<file path="config.mk">
export PLATFORM = sky130hd
export DESIGN_NAME = nonce_hub
export DESIGN_NICKNAME = d
export VERILOG_FILES = /design/src/rtl/nonce_hub_pkg.sv /design/src/rtl/nonce_fifo.sv /design/src/rtl/nonce_hub.sv
export SDC_FILE = /design/constraint.sdc
export NUM_CORES = 1
export LEC_CHECK = 0
export ABC_CLOCK_PERIOD_IN_PS = 5700
export CORE_MARGIN = 8
export CORE_UTILIZATION = 40
export DETAILED_ROUTE_END_ITERATION = 8
export PLACE_DENSITY_LB_ADDON = 0.12
export REMOVE_ABC_BUFFERS = 1
export SLEW_MARGIN = 0
export SYNTH_ARGS = -nofsm -noshare
export SYNTH_HDL_FRONTEND = slang
export SYNTH_SLANG_ARGS = --single-unit
</file>
<file path="constraint.sdc">
create_clock -name clk -period 5.7 [get_ports clk]
set_input_delay 1.14 -clock clk [delete_from_list [all_inputs] [get_ports clk]]
set_output_delay 1.14 -clock clk [all_outputs]
set_load 0.02 [all_outputs]
</file>
<file path="src/rtl/nonce_hub_pkg.sv">
// nonce_hub_pkg: nonce width, one-hot TX state encoding and the
// round-robin index helper shared by the nonce hub files.
package nonce_hub_pkg;

    localparam int NONCE_W = 32;

    typedef enum logic [3:0] {
        TX_IDLE      = 4'b0001,
        TX_SEND      = 4'b0010,
        TX_WAIT_BUSY = 4'b0100,
        TX_WAIT_IDLE = 4'b1000
    } tx_state_t;

    function automatic int unsigned rr_next(input int unsigned idx,
                                            input int unsigned n);
        return (idx >= n - 1) ? 0 : idx + 1;
    endfunction

endpackage

</file>
<file path="src/rtl/nonce_fifo.sv">
// nonce_fifo: single-clock circular FIFO with occupancy count.
// A push while full is accepted only alongside a pop.
module nonce_fifo
    import nonce_hub_pkg::*;
#(
    parameter int W    = NONCE_W,
    parameter int LOG2 = 3
) (
    input  logic          clk,
    input  logic          reset,
    input  logic          push,
    input  logic [W-1:0]  din,
    input  logic          pop,
    output logic [W-1:0]  dout,
    output logic          full,
    output logic          empty,
    output logic [LOG2:0] count
);
    localparam int DEPTH = 1 << LOG2;

    logic [W-1:0]    mem [DEPTH];
    logic [LOG2-1:0] wr_ptr;
    logic [LOG2-1:0] rd_ptr;
    logic            do_push;
    logic            do_pop;

    assign empty   = (count == '0);
    assign full    = (count == (LOG2+1)'(DEPTH));
    assign do_pop  = pop && !empty;
    assign do_push = push && (!full || do_pop);
    assign dout    = mem[rd_ptr];

    always_ff @(posedge clk) begin
        if (do_push) mem[wr_ptr] <= din;
    end

    always_ff @(posedge clk or posedge reset) begin
        if (reset) begin
            wr_ptr <= '0;
            rd_ptr <= '0;
            count  <= '0;
        end else begin
            if (do_push) wr_ptr <= wr_ptr + 1'b1;
            if (do_pop)  rd_ptr <= rd_ptr + 1'b1;
            count <= count + (LOG2+1)'(do_push) - (LOG2+1)'(do_pop);
        end
    end

endmodule

</file>
<file path="src/rtl/nonce_hub.sv">
// nonce_hub: per-channel ticket edge detect, round-robin arbiter into a
// FIFO, and serial TX handshake. NONCE_HUB_DEDUP_EN drops repeated nonces.
module nonce_hub
    import nonce_hub_pkg::*;
#(
    parameter int SLAVES    = 2,
    parameter int FIFO_LOG2 = 3
) (
    input  logic                      clk,
    input  logic                      reset,
    input  logic [SLAVES*NONCE_W-1:0] slave_nonces,
    input  logic [SLAVES-1:0]         new_nonces,
    output logic [NONCE_W-1:0]        tx_word,
    output logic                      tx_send,
    input  logic                      tx_busy,
    output logic [FIFO_LOG2:0]        fifo_count,
    output logic                      dropped,
    output logic                      found
);
    localparam int PW = (SLAVES > 1) ? $clog2(SLAVES) : 1;

    logic [SLAVES-1:0]  prev;
    logic [SLAVES-1:0]  pending;
    logic [SLAVES-1:0]  rise;
    logic [NONCE_W-1:0] hold [SLAVES];
    logic [PW-1:0]      rr_ptr;
    logic [PW-1:0]      gnt_idx;
    logic [PW-1:0]      cand;
    int unsigned        scan;
    logic               gnt_vld;
    logic               dup;
    logic               push;
    logic               pop;
    logic               fifo_full;
    logic               fifo_empty;
    logic [NONCE_W-1:0] gnt_word;
    logic [NONCE_W-1:0] fifo_dout;
    tx_state_t          state_q;
    tx_state_t          state_d;

    assign rise = new_nonces & ~prev;

    // Scan starts one past the last grant so every channel gets a turn.
    always_comb begin
        gnt_vld = 1'b0;
        gnt_idx = rr_ptr;
        cand    = rr_ptr;
        scan    = 32'(rr_ptr);
        for (int j = 0; j < SLAVES; j++) begin
            scan = rr_next(scan, SLAVES);
            cand = PW'(scan);
            if (!gnt_vld && pending[cand]) begin
                gnt_vld = 1'b1;
                gnt_idx = cand;
            end
        end
        if (fifo_full && !pop) gnt_vld = 1'b0;
    end

    assign gnt_word = hold[gnt_idx];
    assign push     = gnt_vld && !dup;
    assign found    = push;

`ifdef NONCE_HUB_DEDUP_EN
    logic [NONCE_W-1:0] last_word;
    logic               last_vld;

    assign dup = last_vld && (last_word == gnt_word);

    always_ff @(posedge clk or posedge reset) begin
        if (reset) begin
            last_word <= '0;
            last_vld  <= 1'b0;
        end else if (push) begin
            last_word <= gnt_word;
            last_vld  <= 1'b1;
        end
    end
`else
    assign dup = 1'b0;
`endif

    always_ff @(posedge clk or posedge reset) begin
        if (reset) begin
            prev    <= '0;
            pending <= '0;
            dropped <= 1'b0;
            rr_ptr  <= PW'(SLAVES - 1);
            for (int i = 0; i < SLAVES; i++) hold[i] <= '0;
        end else begin
            prev <= new_nonces;
            if (gnt_vld) begin
                pending[gnt_idx] <= 1'b0;
                rr_ptr           <= gnt_idx;
            end
            // A channel emptied by this cycle's grant may capture again.
            for (int i = 0; i < SLAVES; i++) begin
                if (rise[i]) begin
                    if (!pending[i] || (gnt_vld && gnt_idx == PW'(i))) begin
                        pending[i] <= 1'b1;
                        hold[i]    <= slave_nonces[i*NONCE_W +: NONCE_W];
                    end else begin
                        dropped <= 1'b1;
                    end
                end
            end
        end
    end

    nonce_fifo #(
        .W    (NONCE_W),
        .LOG2 (FIFO_LOG2)
    ) u_fifo (
        .clk   (clk),
        .reset (reset),
        .push  (push),
        .din   (gnt_word),
        .pop   (pop),
        .dout  (fifo_dout),
        .full  (fifo_full),
        .empty (fifo_empty),
        .count (fifo_count)
    );

    always_ff @(posedge clk or posedge reset) begin
        if (reset) state_q <= TX_IDLE;
        else       state_q <= state_d;
    end

    always_comb begin
        state_d = state_q;
        unique case (1'b1)
            state_q[0]: if (!fifo_empty && !tx_busy) state_d = TX_SEND;
            state_q[1]: state_d = TX_WAIT_BUSY;
            state_q[2]: if (tx_busy) state_d = TX_WAIT_IDLE;
            state_q[3]: if (!tx_busy) state_d = TX_IDLE;
            default:    state_d = TX_IDLE;
        endcase
    end

    always_comb begin
        tx_send = 1'b0;
        pop     = 1'b0;
        unique case (1'b1)
            state_q[0]: pop = !fifo_empty && !tx_busy;
            state_q[1]: tx_send = 1'b1;
            default:    ;
        endcase
    end

    always_ff @(posedge clk or posedge reset) begin
        if (reset)    tx_word <= '0;
        else if (pop) tx_word <= fifo_dout;
    end

endmodule
</file>
==> impl_results.md, run 1 <==
- Outcome: complete, no violations
- Commonest cells post-synth: sky130_fd_sc_hd__edfxtp_1 (256), sky130_fd_sc_hd__dfrtp_1 (114), sky130_fd_sc_hd__nand2_1 (105), sky130_fd_sc_hd__mux4_2 (64), sky130_fd_sc_hd__nor2_1 (39)
- Setup slack of the worst register-to-register path: between 2000 and 3000 ps
- Maximum Capacitance Violations: 0
- Number of port buffers: between 100 and 150
- Width of the chip: ~210 microns
- #FFs+latches synth: between 300 and 400
- Post-Synthesis Cell Area: 14600 sq um
- Post-placement cell count: 1357
- Clock skew: ~11 ps
- Post-route minimum period: ~4200 ps
- Worst-path clk slew: 60 ps
- Proportion of register bits with asynchronous set or reset after synthesis: 0.312
- Synthesized instance count: 802
- Critical path arrival: approximately 3000 ps
- Highest clock frequency the design can meet: approximately 0.24 GHz
- Maximum count of clock buffers along a single path: 3
- # clock sinks: around 370
- Part of the cycle the worst path needs: 0.733
- Critical path fanouts, max: 6
- Via count of the first global-routing pass: roughly 8000
- Unrepaired setup endpoints after global routing: false
- Height of the die: roughly 210 microns
- Effective utilization at floorplan: 0.402
- Path type of the worst min-delay path: reg -> reg
- Highest cell delay on the worst timing path: between 600 and 700 ps
- Number of cells on the worst reg-to-reg path: 7
- Worst path slowest cell: sky130_fd_sc_hd__clkdlybuf4s50_1
- Hold path startpoint: state_q[3]
- Cell count of the worst hold path: 1
- Endpoint of the worst hold path: state_q[0]
- Remaining Overflow, GRT: 0
- Category of the critical setup timing path: in -> out
- Most common cell type on the critical path: sky130_fd_sc_hd__clkdlybuf4s50_1
- Cell at the root of the clock tree: sky130_fd_sc_hd__clkbuf_16
- Storage cell area: about 11000 sq um
- Ordered cell list for the critical path: clkdlybuf4s50_1 > nor3b_4 > o22ai_2 > inv_2 > clkdlybuf4s50_1
- Proportion of netlist area held by the largest area contributor: 0.528
- Synthesized area per cell: 18.2 sq um
- Number of distinct standard cells referenced by the synthesized netlist: between 40 and 50
- Number of DRC markers after the initial detailed-route iteration: roughly 390
- Via count of the routed design: between 7000 and 8000
- Number of gates resized after cts: 0
- Final number of hold-violating endpoints: 0
- Number of warnings issued by yosys: 0
- Most repeated cell in the gate-level netlist after synthesis: sky130_fd_sc_hd__edfxtp_1
- Top post-synthesis cells by area: sky130_fd_sc_hd__edfxtp_1 (53%), sky130_fd_sc_hd__dfrtp_1 (20%), sky130_fd_sc_hd__mux4_2 (9.9%)
- Worst r2r src: u_fifo.count[2]
- Leak Pwr: ~0.0064 uW
- Mean number of vias per cell: 5.01
- Count of buffers added by post-CTS timing repair for setup: 0
- Number of endpoints failing setup at the final stage: 0
- Detail-routed net length per standard cell: ~21 microns
- Antenna-violating nets left: 0
- RePlAce Congestion: 0.673
- Clock insertion delay at the later pin of the skew report: approximately 520 ps
- Peak supply drop: roughly 0.32 mV
- Area of the multi-input gates: 3810 sq um
- Row count: 70
- Number of enable-type register cells in the synthesized netlist: ~260
- Fraction of layout cells with a size suffix above 1: 0.243
- Critical path endpoint category: output port
- Area added between synthesis and finish: 20.8%
- Count of unresolved DRC violations after routing: 0
- TritonCTS Buffers: just over 40
- Count of non-filler cells in the finished layout: between 1000 and 1500
- Slew @ Worst Pin: 1120 ps
- Overall power of the completed layout: approximately 10000 uW
- Total routing resource utilization after global routing: 0.142
- Largest net degree at the start of global routing: 83
- Initial antenna violation count: 0
- Terminus of the critical flop-to-flop path: hold[63]
- # diodes: 0
- PwrDens: slightly below 600 nW/um^2
- Number of iterations in the first detailed-routing pass: 4
- Required time reported for the critical path endpoint: ~4600 ps
- Kind of launch point of the worst setup path: input pin
- Final-layout fill cell count: around 3200
- Core Box Area: about 36000 sq um
- Net count of the finished layout: 1010
- Area of the die: 42800 sq um
- Number of levels the H-tree was split into: 2
- Max-slew violation count: 0
- Number of buffers added to fix hold violations after cts: 0
- Part of the Yosys area used for sequential elements: 0.727
- Setup total negative slack: 0 ps
- First-pass GRT wire length: ~46000 microns
- Routed WL: a little under 30000 microns
- Post-DP HPWL: 17000 microns
- TritonCTS clock tree: built
- Number of ports placed on the die boundary: 108
- Flip-flop cell with the highest count after synthesis: sky130_fd_sc_hd__edfxtp_1
- Relative slew slack: 0.251
- Most area-hungry cell type in the Yosys netlist: sky130_fd_sc_hd__edfxtp_1
## sequential cells by signal, summed over array words and instances, names as in the netlist
signal and cells:
u_fifo.mem 256, hold 64, tx_word 32, state_q 4, u_fifo.count 4, u_fifo.rd_ptr 3, u_fifo.wr_ptr 3, pending 2
prev 2, dropped 1, rr_ptr 1
## area by class of cell
class	count	share of cell area
clock buffer	52	0.0642
clock inverter	22	0.0121
inverter	12	0.00284
multi-input combinational	380	0.217
sequential	372	0.602
tap	468	0.0333
timing repair buffer	125	0.0685
## metrics by stage
step / hold slack (ps) / utilization / instance area [sq um] / setup slack, ps
floorplan: 412 / - / 14400 / 214
global placement: 423 / 0.448 / 16300 / 1540
detailed placement: 439 / 0.448 / 16300 / 1510
CTS: 446 / 0.485 / 17600 / 1510
global route: 499 / 0.485 / 17600 / 1430
finish: 453 / 0.485 / 17600 / 1520
## power breakdown
part           total [uW]  switching (uW)  internal [uW]
combinational        3140            1710           1430
sequential           4710             532           4180
clock                2620            1040           1580
## placed cells by master, fill, tap and decap left out, types with 4 or more instances in the layout
cell,count
sky130_fd_sc_hd__edfxtp_1,256
sky130_fd_sc_hd__inv_1,10
sky130_fd_sc_hd__nand2_1,105
sky130_fd_sc_hd__mux2_4,30
sky130_fd_sc_hd__clkbuf_16,43
sky130_fd_sc_hd__mux4_2,64
sky130_fd_sc_hd__nor2_1,37
sky130_fd_sc_hd__dfrtp_1,111
sky130_fd_sc_hd__buf_4,18
sky130_fd_sc_hd__a21oi_1,33
sky130_fd_sc_hd__mux2i_1,32
sky130_fd_sc_hd__ha_1,8
sky130_fd_sc_hd__clkbuf_1,7
sky130_fd_sc_hd__xor2_1,4
sky130_fd_sc_hd__bufinv_16,4
sky130_fd_sc_hd__clkdlybuf4s50_1,107
sky130_fd_sc_hd__clkinv_1,6
sky130_fd_sc_hd__mux2_2,36
sky130_fd_sc_hd__clkinv_2,9
## critical path, delay by kind of cell
family          cells  cell delay (ps)
compound gates      1              220
simple gates        1              340
buf+inv             3             1340
## cell families (layout without fill, tap and decap cells)
group           count (synthesis)  count (layout)  synth area share
compound gates                 46              46            0.0198
xor+xnor                        6               6           0.00361
fa+ha+maj                       9               9           0.00824
buf+inv                        50             211            0.0171
flops                         372             372             0.727
mux                           163             163             0.180
simple gates                  156             156            0.0438
## worst max-delay path by stage
stage / startpoint / endpoint / slack [ps] / cells past startpoint
final: tx_busy / found / 1520 / 5
after global routing: tx_busy / found / 1430 / 5
after CTS: tx_busy / found / 1510 / 5
after detailed placement: tx_busy / found / 1510 / 5
after global placement: tx_busy / found / 1540 / 5
after floorplan: tx_busy / u_fifo.mem[2][0] / 210 / 3
## routing by layer
layer / GRT usage / part of all wire
met5: 0 / 0
met4: 0.0370 / 0.016
met3: 0.0290 / 0.046
met2: 0.234 / 0.49
met1: 0.192 / 0.45
Power figures use the tool's default switching activity.
==> inputs of run 2 (changes only) <==
ABC_CLOCK_PERIOD_IN_PS = 4200   (was 5700)
clock period = 4.2 ns   (was 5.7 ns; I/O delays follow)
==> run 2 against run 1 <==
  * Sequential power is 35% higher
  * Non-clock buffer count up 1
  * Final area rose by 0.46%
  * Register-to-register slack got worse by 1200 ps
  * First-iteration DRC count down 32%
  * Combinational power rose by 37%
  * Global-route usage fell by 0.16 points
  * Worst hold slack better by 5.9 ps
  * Clock skew increased by 10 ps
  * Final cell count grew 0.21%
  * Via count decreased by 0.33%
==> impl_results.md, run 2 (same netlist as run 1, synthesis figures left out) <==
- Unrepaired setup endpoints after global routing: false
- Number of iterations in the first detailed-routing pass: 4
- Effective utilization at floorplan: 0.402
- Category of the critical setup timing path: in -> out
- Leak Pwr: 0.00647 uW
- Net count of the finished layout: between 1000 and 1500
- Mean number of vias per cell: 4.98
- Slew @ Worst Pin: around 1200 ps
- Critical path fanouts, max: 6
- Internal power: a little under 10000 uW
- Combinational cell fraction of total power: 0.300
- Number of buffers added to fix hold violations after cts: 0
- Maximum count of clock buffers along a single path: 3
- Cell count of the worst hold path: 1
- Maximum Capacitance Violations: 0
- Max-slew violation count: 0
- Via count of the routed design: 7145
- Count of unresolved DRC violations after routing: 0
- Core Box Area: between 30000 and 40000 sq um
- Kind of launch point of the worst setup path: input pin
- Setup total negative slack: 0 ps
- Area added between synthesis and finish: 21.3%
- Ordered cell list for the critical path: clkdlybuf4s50_1 > nor3b_4 > o22ai_2 > inv_2 > clkdlybuf4s50_1
- Number of gates resized after cts: 0
- Sw frac: 0.311
- Final-layout fill cell count: a little over 3000
- Number of levels the H-tree was split into: 2
- First-pass GRT wire length: 45800 microns
- Width of the chip: 207 microns
- Required time reported for the critical path endpoint: between 3000 and 4000 ps
- Worst-path clk slew: ~60 ps
- Count of buffers added by post-CTS timing repair for setup: 0
- TritonCTS Buffers: 41
- Number of port buffers: 107
- Relative slew slack: 0.217
- Area of the die: ~43000 sq um
- Area of the multi-input gates: approximately 3800 sq um
- Fraction of layout cells with a size suffix above 1: 0.242
- Commonest cells after routing, fill and taps aside: sky130_fd_sc_hd__edfxtp_1 (256), sky130_fd_sc_hd__dfrtp_1 (111), sky130_fd_sc_hd__clkdlybuf4s50_1 (107)
- Post-route minimum period: 3540 ps
- Largest net degree at the start of global routing: between 60 and 70
- Total routing resource utilization after global routing: 0.141
- Antenna-violating nets left: 0
- Detail-routed net length per standard cell: approximately 20 microns
- # clock sinks: about 370
- RePlAce Congestion: between 0.6 and 0.7
- Hold path startpoint: state_q[3]
- Most common library cell in the layout ignoring fill and taps: sky130_fd_sc_hd__edfxtp_1
- Number of DRC markers after the initial detailed-route iteration: roughly 260
- Worst path slowest cell: sky130_fd_sc_hd__clkdlybuf4s50_1
- Share of total power in sequential cells: 0.446
- Clock skew: roughly 22 ps
- # diodes: 0
- TritonCTS clock tree: built
- Number of cells on the worst reg-to-reg path: 8
- Height of the die: roughly 210 microns
- Via count of the first global-routing pass: roughly 8000
- Proportion of power drawn by the clock network: 0.253
- Terminus of the critical flop-to-flop path: u_fifo.mem[1][3]
- PwrDens: a little over 800 nW/um^2
- Final number of hold-violating endpoints: 0
- Critical path arrival: between 2000 and 3000 ps
- Remaining Overflow, GRT: 0
- Number of ports placed on the die boundary: 108
- Setup slack of the worst register-to-register path: 1640 ps
- Storage cell area: 10600 sq um
- Most common cell type on the critical path: sky130_fd_sc_hd__clkdlybuf4s50_1
- Path type of the worst min-delay path: reg -> reg
- Highest clock frequency the design can meet: approximately 0.28 GHz
- Number of flip-flops in the largest register: about 260
- Registers with the most flip-flops: u_fifo.mem x256, hold x64, tx_word x32
- Outcome: complete, no violations
- Worst r2r src: u_fifo.count[2]
- Post-DP HPWL: 16900 microns
- Register with the highest flop count: u_fifo.mem
- Peak supply drop: 0.529 mV
- Routed WL: 29200 microns
- Cell at the root of the clock tree: sky130_fd_sc_hd__clkbuf_16
- Critical path endpoint category: output port
- Row count: 70
- Worst hold slack across all endpoints: ~460 ps
- Net switching power of the design: approximately 4400 uW
- Clock insertion delay at the later pin of the skew report: 530 ps
- Endpoint of the worst hold path: state_q[0]
- Part of the cycle the worst path needs: 0.843
- Highest cell delay on the worst timing path: around 630 ps
- Layout Utilization: 0.488
- Number of endpoints failing setup at the final stage: 0
- Initial antenna violation count: 0
## run 2: cell count changes in the layout (fill, tap and decap cells not counted), sizes merged
| cell | previous run | this run |
|---|---|---|
| clkbuf | 52 | 53 |
| bufinv | 4 | 5 |
| buf | 18 | 19 |
## run 2: layer usage
metal,wire length [microns],track usage,share of wire,vias up
li1,-,-,-,3309
met1,13400,0.188,0.46,3682
met2,14200,0.235,0.49,109
met3,1060,0.0275,0.036,45
met4,511,0.0347,0.018,0
met5,0,0,0,-
## run 2: worst max-delay path: cells and delay by family
family / cells / cell delay [ps]
AOI/OAI and AO/OA: 1 / 210
buffers and inverters: 3 / 1340
and+or+nand+nor: 1 / 320
## run 2: worst max-delay path by stage
stage | startpoint | end | cells after the start
after global placement | tx_busy | found | 5
final | tx_busy | found | 5
after CTS | tx_busy | found | 5
after floorplan | tx_busy | u_fifo.mem[2][0] | 3
after detailed placement | tx_busy | found | 5
after global routing | tx_busy | found | 5
## run 2: layout make-up
type / instances / share of cell area
flip-flops and latches: 372 / 0.600
multi-input cells: 380 / 0.216
repair buffers: 126 / 0.0708
clock buffers: 53 / 0.0641
well taps: 468 / 0.0331
clock inverters: 23 / 0.0138
inverters: 12 / 0.00283
## run 2: metrics by stage
step / worst slack [ps] / instances / total power [uW] / area (sq um)
CTS: 632 / 1434 / 14600 / 17700
finish: 660 / 1434 / 14300 / 17700
global route: 564 / 1434 / 15100 / 17700
floorplan: -986 / 764 / 9230 / 14400
detailed placement: 635 / 1358 / 10900 / 16300
global placement: 666 / 1358 / 10800 / 16300
## run 2: power by group through the flow
stage | Clock (uW) | Combinational [uW] | Sequential, uW
CTS | 3730 | 4440 | 6420
global placement | 0 | 4370 | 6460
finish | 3620 | 4290 | 6380
global route | 3860 | 4750 | 6540
detailed placement | 0 | 4440 | 6480
floorplan | 0 | 2670 | 6560
